## src/rtl/jt12_timer_gen.sv

```systemverilog
// Generalised interval timer for the jt12 family: loadable up-counter, prescaler,
// one-shot/auto-reload, sticky flag/overrun and maskable active-low IRQ.
//
// state    | meaning
// ST_IDLE  | not armed; counter and prescaler frozen until a load rising edge
// ST_ARMED | armed; counts on ticks while load is high
module jt12_timer_gen #(
  parameter int CW      = 10,
  parameter int PW      = 4,
  parameter int RST_RUN = 0
) (
  input  logic          clk,
  input  logic          rst_n,
  input  logic          cen,
  input  logic          zero,
  input  logic [CW-1:0] start_value,
  input  logic          load,
  input  logic          oneshot,
  input  logic [PW-1:0] presc,
  input  logic          clr_flag,
  input  logic          irq_en,
  output logic          flag,
  output logic          ovr,
  output logic          overflow,
  output logic [CW-1:0] cnt_out,
  output logic          irq_n
);

  typedef enum logic {
    ST_IDLE  = 1'b0,
    ST_ARMED = 1'b1
  } state_t;

  state_t        state, state_nx;
  logic [CW-1:0] cnt, cnt_nx;
  logic [PW-1:0] pcnt, pcnt_nx;
  logic          load_l;
  logic          flag_nx, ovr_nx;
  logic          load_edge, run, tick, presc_hit, step, wrap;

  assign load_edge = load & ~load_l;
  assign run       = load & (state == ST_ARMED);
  // a load edge owns its clock: it reloads and suppresses any coincident tick
  assign tick      = cen & zero & run & ~load_edge;
  assign presc_hit = (pcnt == presc);
  assign step      = tick & presc_hit;
  assign wrap      = step & (cnt == {CW{1'b1}});

  always_comb begin
    state_nx = state;
    case (state)
      ST_IDLE:  if (load_edge) state_nx = ST_ARMED;
      ST_ARMED: if (!load_edge && wrap && oneshot) state_nx = ST_IDLE;
      default:  state_nx = ST_IDLE;
    endcase
  end

  always_comb begin
    cnt_nx  = cnt;
    pcnt_nx = pcnt;
    if (load_edge) begin
      cnt_nx  = start_value;
      pcnt_nx = '0;
    end else if (tick) begin
      pcnt_nx = presc_hit ? '0 : pcnt + PW'(1);
      if (step) cnt_nx = wrap ? start_value : cnt + CW'(1);
    end
  end

  always_comb begin
    flag_nx = flag;
    ovr_nx  = ovr;
    if (clr_flag) begin
      flag_nx = 1'b0;
      ovr_nx  = 1'b0;
    end else if (wrap) begin
      flag_nx = 1'b1;
      if (flag) ovr_nx = 1'b1;
    end
  end

  always_ff @(posedge clk or negedge rst_n) begin
    if (!rst_n) begin
      state    <= (RST_RUN != 0) ? ST_ARMED : ST_IDLE;
      cnt      <= '0;
      pcnt     <= '0;
      flag     <= 1'b0;
      ovr      <= 1'b0;
      overflow <= 1'b0;
      // resets high so a load held through reset is not taken as a fresh edge
      load_l   <= 1'b1;
    end else begin
      state    <= state_nx;
      cnt      <= cnt_nx;
      pcnt     <= pcnt_nx;
      flag     <= flag_nx;
      ovr      <= ovr_nx;
      overflow <= wrap;
      load_l   <= load;
    end
  end

  assign cnt_out = cnt;
  assign irq_n   = ~(flag & irq_en);

endmodule

```

## config.mk

```make
export PLATFORM = sky130hd
export DESIGN_NAME = jt12_timer_gen
export DESIGN_NICKNAME = d
export VERILOG_FILES = /design/src/rtl/jt12_timer_gen.sv
export SDC_FILE = /design/constraint.sdc
export NUM_CORES = 1
export LEC_CHECK = 0
export CORE_AREA = 4 4 55 57
export DETAILED_ROUTE_END_ITERATION = 16
export DIE_AREA = 0 0 59 61
export PLACE_DENSITY = 0.8
export SLEW_MARGIN = 20
export SYNTH_ARGS = -nofsm -noshare
export SYNTH_HDL_FRONTEND = slang
export SYNTH_SLANG_ARGS = --single-unit
```

## constraint.sdc

```tcl
create_clock -name clk -period 2.3 [get_ports clk]
set_input_delay 0.69 -clock clk [delete_from_list [all_inputs] [get_ports clk]]
set_output_delay 0.69 -clock clk [all_outputs]
set_load 0.01 [all_outputs]
```

==> results of run 1 <==
kinds of logic (layout without fill, tap and decap cells):
group	Yosys count	count (layout)	synth area share
AOI/OAI and AO/OA	30	30	0.203
xor gates and xnor gates	7	7	0.0553
adders and majority gates	2	2	0.0226
buffers and inverters	7	51	0.0395
DFF	19	19	0.430
muxes	2	2	0.0181
and+or+nand+nor	49	49	0.231
power by group through the flow:
| stage | logic (mW) | registers (mW) | clock network [mW] |
|---|---|---|---|
| 2_1_floorplan | 0.0773 | 0.398 | 0 |
| 3_3_place_gp | 0.189 | 0.395 | 0 |
| 3_5_place_dp | 0.192 | 0.395 | 0 |
| 4_1_cts | 0.193 | 0.388 | 0.178 |
| 5_1_grt | 0.211 | 0.395 | 0.186 |
| 6_report | 0.191 | 0.389 | 0.171 |
synthesized netlist by cell type (2+ instances only):
cell type and n:
dfrtp_1 18, and3_1 2, a311oi_1 3, nor3_1 2, nand2_1 8, a21oi_1 2
mux2i_1 2, nand2b_1 4, buf_2 2, nor2_1 16, ha_1 2, o21ai_0 8
o211ai_1 2, nand4_1 2, a31oi_1 4, nand3_1 7, xnor2_1 2, a211oi_1 2
xor2_1 5, inv_1 3, a22o_1 2, and4_1 2, buf_6 2
metrics by stage:
stage / TNS (ns) / hold slack (ns) / power [mW] / utilization
after floorplan: 0 / 0.394 / 0.475 / -
after global placement: -0.899 / 0.489 / 0.584 / 0.618
after detailed placement: -1.35 / 0.520 / 0.587 / 0.618
after CTS: 0 / 0.548 / 0.759 / 0.629
after global routing: 0 / 0.575 / 0.793 / 0.629
final: 0 / 0.536 / 0.751 / 0.629
how the worst max path moves through the flow:
stage / slack, ns / cells past startpoint / endpoint
after floorplan: 0.25 / 6 / cnt_out[9]
after global placement: -0.13 / 7 / cnt_out[3]
after detailed placement: -0.19 / 8 / cnt_out[1]
after CTS: 0.14 / 8 / cnt_out[1]
after global routing: 0.05 / 8 / cnt_out[1]
final: 0.15 / 8 / cnt_out[1]
flip-flops by register name, indices dropped and copies added (netlist names):
name,cells
cnt_out,10
pcnt,4
ovr,1
overflow,1
flag,1
state,1
load_l,1
layer usage:
metal | share of wire | global-route usage
met5 | 0 | 0
met4 | 0.016 | 0.0841
met3 | 0.083 | 0.0362
met2 | 0.46 | 0.278
met1 | 0.44 | 0.208
final cells by class:
cell class | count | area share
multi-input cells | 90 | 0.378
flip-flops and latches | 19 | 0.306
repair buffers | 44 | 0.267
well taps | 30 | 0.0241
clock buffers | 3 | 0.0145
inverters | 3 | 0.00723
clock inverters | 1 | 0.00321
tightest hold or removal path: stages, from the launching register on:
cell     delay [ns]
dfrtp_1        0.37
a31oi_1        0.05
nor2_1         0.08
==> flow_summary.ini, run 1 <==
[outcome]
status = finished clean

[logic_synthesis]
synth.distinct_cells = 37
synth_area_leader_cell = dfrtp_1
synth_warnings = 0
yosys_register_bits = 19
ys_seq_area_frac = 0.430
syn_area_um2 = 1110
synth.top_cell.area_share = 0.406
async_flop_share = 1.00
syn_inst = 116
avgSynthCellArea_um2 = 9.56
synth.area.top_cells = dfrtp_1 (41%), nor2_1 (5.4%), xor2_1 (4.0%), o21ai_0 (3.6%), nand3_1 (3.2%)
synth_ff_type = dfrtp_1
synth_nets = 140
synth-edff-count = 0

[worst_setup_path]
worst_setup_path_end_kind = flip-flop
path_delay_family = buffers and inverters
start_kind = input port
rr_endpoint = cnt_out[1]
cp_common_cell = buf_4
cpPeakStageDelay_ns = 0.47
crit_buf_inv = 3
r2r-start = cnt_out[0]
crit_arrival_ns = 2.35
crit_chain = clkdlybuf4s50_1 -> xor2_1 -> nor4_4 -> buf_4 -> a31oi_4 -> buf_4 -> nor2_1 -> a211oi_1
cp_max_fo = 5
rrSetupSlack_ns = 0.22
crit_type = in2reg
cp-startpoint = presc[0]
crit_required_ns = 2.49
r2r_cells = 7
slowest_stage = clkdlybuf4s50_1

[timing]
final_max_slew_viol_count = 0
worst_slack_ns = 0.149
fin_crit_sh = 0.935
period_needed_ns = 2.15
relSlewSlack = 0.769
final-setup-viol-count = 0
clock_skew_ns = 0.00107
report.final.hold_viol_count = 0
fmax_mhz = 465
rsz0062_at_grt = false
worstMarginPinSlew_ns = 0.345

[pwr]
share_seq_of_total_power = 0.518
internal_power_mw = 0.533
vdd_drop_max_v = 0.000321
powerDensity_nw_per_um2 = 482
p_sw_mw = 0.218
switching_share = 0.290
p_clk_frac = 0.228
combPwrFrac = 0.254
power.leakage_nw = 0.637

[clocking]
clk_path_buf_depth = 2
post-cts-setup-buffers = 0
cts_root_buf = clkbuf_4
clkSinkCount = 19
numCtsBuffers = 3
htree_levels = 1
cts_tree = done
clk_latency_ns = 0.30
path_clk_slew_ns = 0.11
ctsHoldBuffers = 0
post_cts_resized = 1

[detailed_routing]
postRouteAntennaNets = 0
drt-initial-drc-count = 28
drt-total-wl_mm = 2.63
via_per_inst = 5.48
drc = 0
first_pass_iters = 4
vias = 1042
wl_per_cell_um = 13.8

[finish]
final_cell_mix = clkdlybuf4s50_1 (34), dfrtp_1 (18), nor2_1 (16)
area_growth_pct = 40.5
final-instance-count-excl-fill = 190
regArea_um2 = 477
fin_area_um2 = 1560
nNetsFinal = 185
fillers = 229
drive_above_1_share = 0.119
multi_input_area_um2 = 588
final_common_cell = clkdlybuf4s50_1
n_antenna_cell = 0

[min_path]
min_to = ovr
min_path_type = reg2reg
hold_depth = 2
min_from = ovr

[global_routing]
grt_max_degree = 20
gr-total-overflow = 0
grt_pass1_vias = 1083
antenna_found_initial = 0
grt_pass1_wl_mm = 4.59
grt_util_all_layers = 0.168

[die]
start_util = 0.447
fp.dieArea_um2 = 3600
io_pins = 36
die_w_um = 59
die_h_um = 61
rows = 18
core_um2 = 2480

[flow_run]
maxCapViolCount = 0

[place]
dpl-instance-area_um2 = 1530
hpwlAfterDp_mm = 2.07
dp.cells = 186
place_congestion = 0.854
pre_cts_ws_ns = -0.187
io_buffers = 35
(Power assumes the default switching activity.)
==> run 2, diff against run 1 <==
Settings changed: PLACE_DENSITY 0.8 to 0.76.
==> flow_summary.ini, run 2 (synthesized netlist as in run 1, its figures left out) <==
[clocking]
numCtsBuffers = 3
cts_tree = done
cts_root_buf = clkbuf_4
path_clk_slew_ns = 0.12
post-cts-setup-buffers = 0
htree_levels = 1
clk_path_buf_depth = 2
clkSinkCount = 19
clk_latency_ns = 0.32

[worst_setup_path]
r2r-start = cnt_out[0]
crit_required_ns = 2.52
worst_setup_path_end_kind = flip-flop
start_kind = input port
r2r_cells = 7
cp_max_fo = 8
crit_arrival_ns = 2.39
crit_type = in2reg
rr_endpoint = cnt_out[3]
rrSetupSlack_ns = 0.25

[pwr]
power.leakage_nw = 0.639
share_seq_of_total_power = 0.508
p_sw_mw = 0.233
finalPower_mw = 0.768
internal_power_mw = 0.535
p_clk_frac = 0.238
switching_share = 0.304
vdd_drop_max_v = 0.000357
combPwrFrac = 0.254
powerDensity_nw_per_um2 = 490

[finish]
fillers = 222
fin_area_um2 = 1570
regArea_um2 = 477
final_cell_mix = clkdlybuf4s50_1 (34), dfrtp_1 (18), nor2_1 (16)
drive_above_1_share = 0.124
n_antenna_cell = 0
nNetsFinal = 186
area_growth_pct = 41.4
final_common_cell = clkdlybuf4s50_1
multi_input_area_um2 = 588
largest_reg_flops = 10

[detailed_routing]
drt-total-wl_mm = 2.98
drc = 0
via_per_inst = 5.62
wl_per_cell_um = 15.6
vias = 1074
postRouteAntennaNets = 0
first_pass_iters = 4
drt-initial-drc-count = 43

[place]
place_congestion = 0.853
io_buffers = 35
dpl-instance-area_um2 = 1540
hpwlAfterDp_mm = 2.34

[timing]
fin_crit_sh = 0.944
report.final.hold_viol_count = 0
rsz0062_at_grt = false
fmax_mhz = 461
clock_skew_ns = 0.0131
worstMarginPinSlew_ns = 0.510
relSlewSlack = 0.659
final-setup-viol-count = 0
period_needed_ns = 2.17
holdWs_ns = 0.528
final_max_slew_viol_count = 0

[global_routing]
busiest_layer = met2
grt_max_degree = 13
grt_pass1_vias = 1074
grtUsageMet3 = 0.0596
grt_util_all_layers = 0.182
grt_use_met1 = 0.235
grtUsageMet2 = 0.289
grt_pass1_wl_mm = 4.86
gr-total-overflow = 0
antenna_found_initial = 0

[die]
die_h_um = 61
core_um2 = 2480
rows = 18
start_util = 0.447
fp.dieArea_um2 = 3600
die_w_um = 59
io_pins = 36

[outcome]
status = finished clean

[min_path]
min_to = ovr
min_from = ovr
min_path_type = reg2reg
hold_depth = 2

[flow_run]
maxCapViolCount = 0
run 2: changes by cell type in the layout (fill, tap and decap cells not counted), sizes merged:
cell and change:
clkinvlp +1, buf +1, clkinv -1
run 2: power by group through the flow:
| stage | clock [mW] | combinational [mW] | sequential [mW] |
|---|---|---|---|
| after global routing | 0.207 | 0.213 | 0.395 |
| after CTS | 0.189 | 0.197 | 0.390 |
| final | 0.183 | 0.195 | 0.390 |
| after global placement | 0 | 0.189 | 0.395 |
| after floorplan | 0 | 0.0773 | 0.398 |
| after detailed placement | 0 | 0.195 | 0.395 |
run 2: how the worst max path moves through the flow:
| stage | from | to | slack [ns] | depth (start not counted) |
|---|---|---|---|---|
| floorplan | presc[1] | cnt_out[9] | 0.25 | 6 |
| global placement | presc[1] | cnt_out[3] | -0.13 | 7 |
| detailed placement | presc[1] | cnt_out[6] | -0.20 | 7 |
| CTS | presc[1] | cnt_out[6] | 0.13 | 7 |
| global route | presc[0] | cnt_out[3] | 0.02 | 7 |
| finish | presc[2] | cnt_out[3] | 0.13 | 7 |
run 2: what timing repair did:
item                       4_1_cts  5_1_grt
cloned                           0        0
resized for setup                1        1
hold buffers                     0        0
pin swaps                        0        1
setup endpoints to repair        1        3
run 2: cell type report:
class | count | share of cell area
multi-input cells | 90 | 0.375
flip-flops and latches | 19 | 0.304
repair buffers | 45 | 0.271
well taps | 30 | 0.0239
clock buffers | 3 | 0.0144
inverters | 3 | 0.00718
clock inverters | 1 | 0.00479
run 2: per-layer routing:
layer  wire length [um]  vias to the layer above
met1               1290                      499
met5                  0                        -
met2               1400                       56
met4                 29                        0
li1                   -                      515
met3                258                        4
run 2: per-stage QoR:
| step | setup TNS (ns) | utilization | instances | setup WS, ns |
|---|---|---|---|---|
| 2_1_floorplan | 0 | - | 116 | 0.253 |
| 3_3_place_gp | -0.910 | 0.621 | 187 | -0.126 |
| 3_5_place_dp | -1.59 | 0.621 | 187 | -0.202 |
| 4_1_cts | 0 | 0.633 | 191 | 0.126 |
| 5_1_grt | 0 | 0.633 | 191 | 0.0156 |
| 6_report | 0 | 0.633 | 191 | 0.129 |
run 2: worst max-delay path, stage by stage:
cell             delay, ns
clkdlybuf4s50_1       0.41
xor2_1                0.19
nor4_4                0.33
buf_4                 0.19
nand2_2               0.12
o21a_1                0.21
a311oi_1              0.26
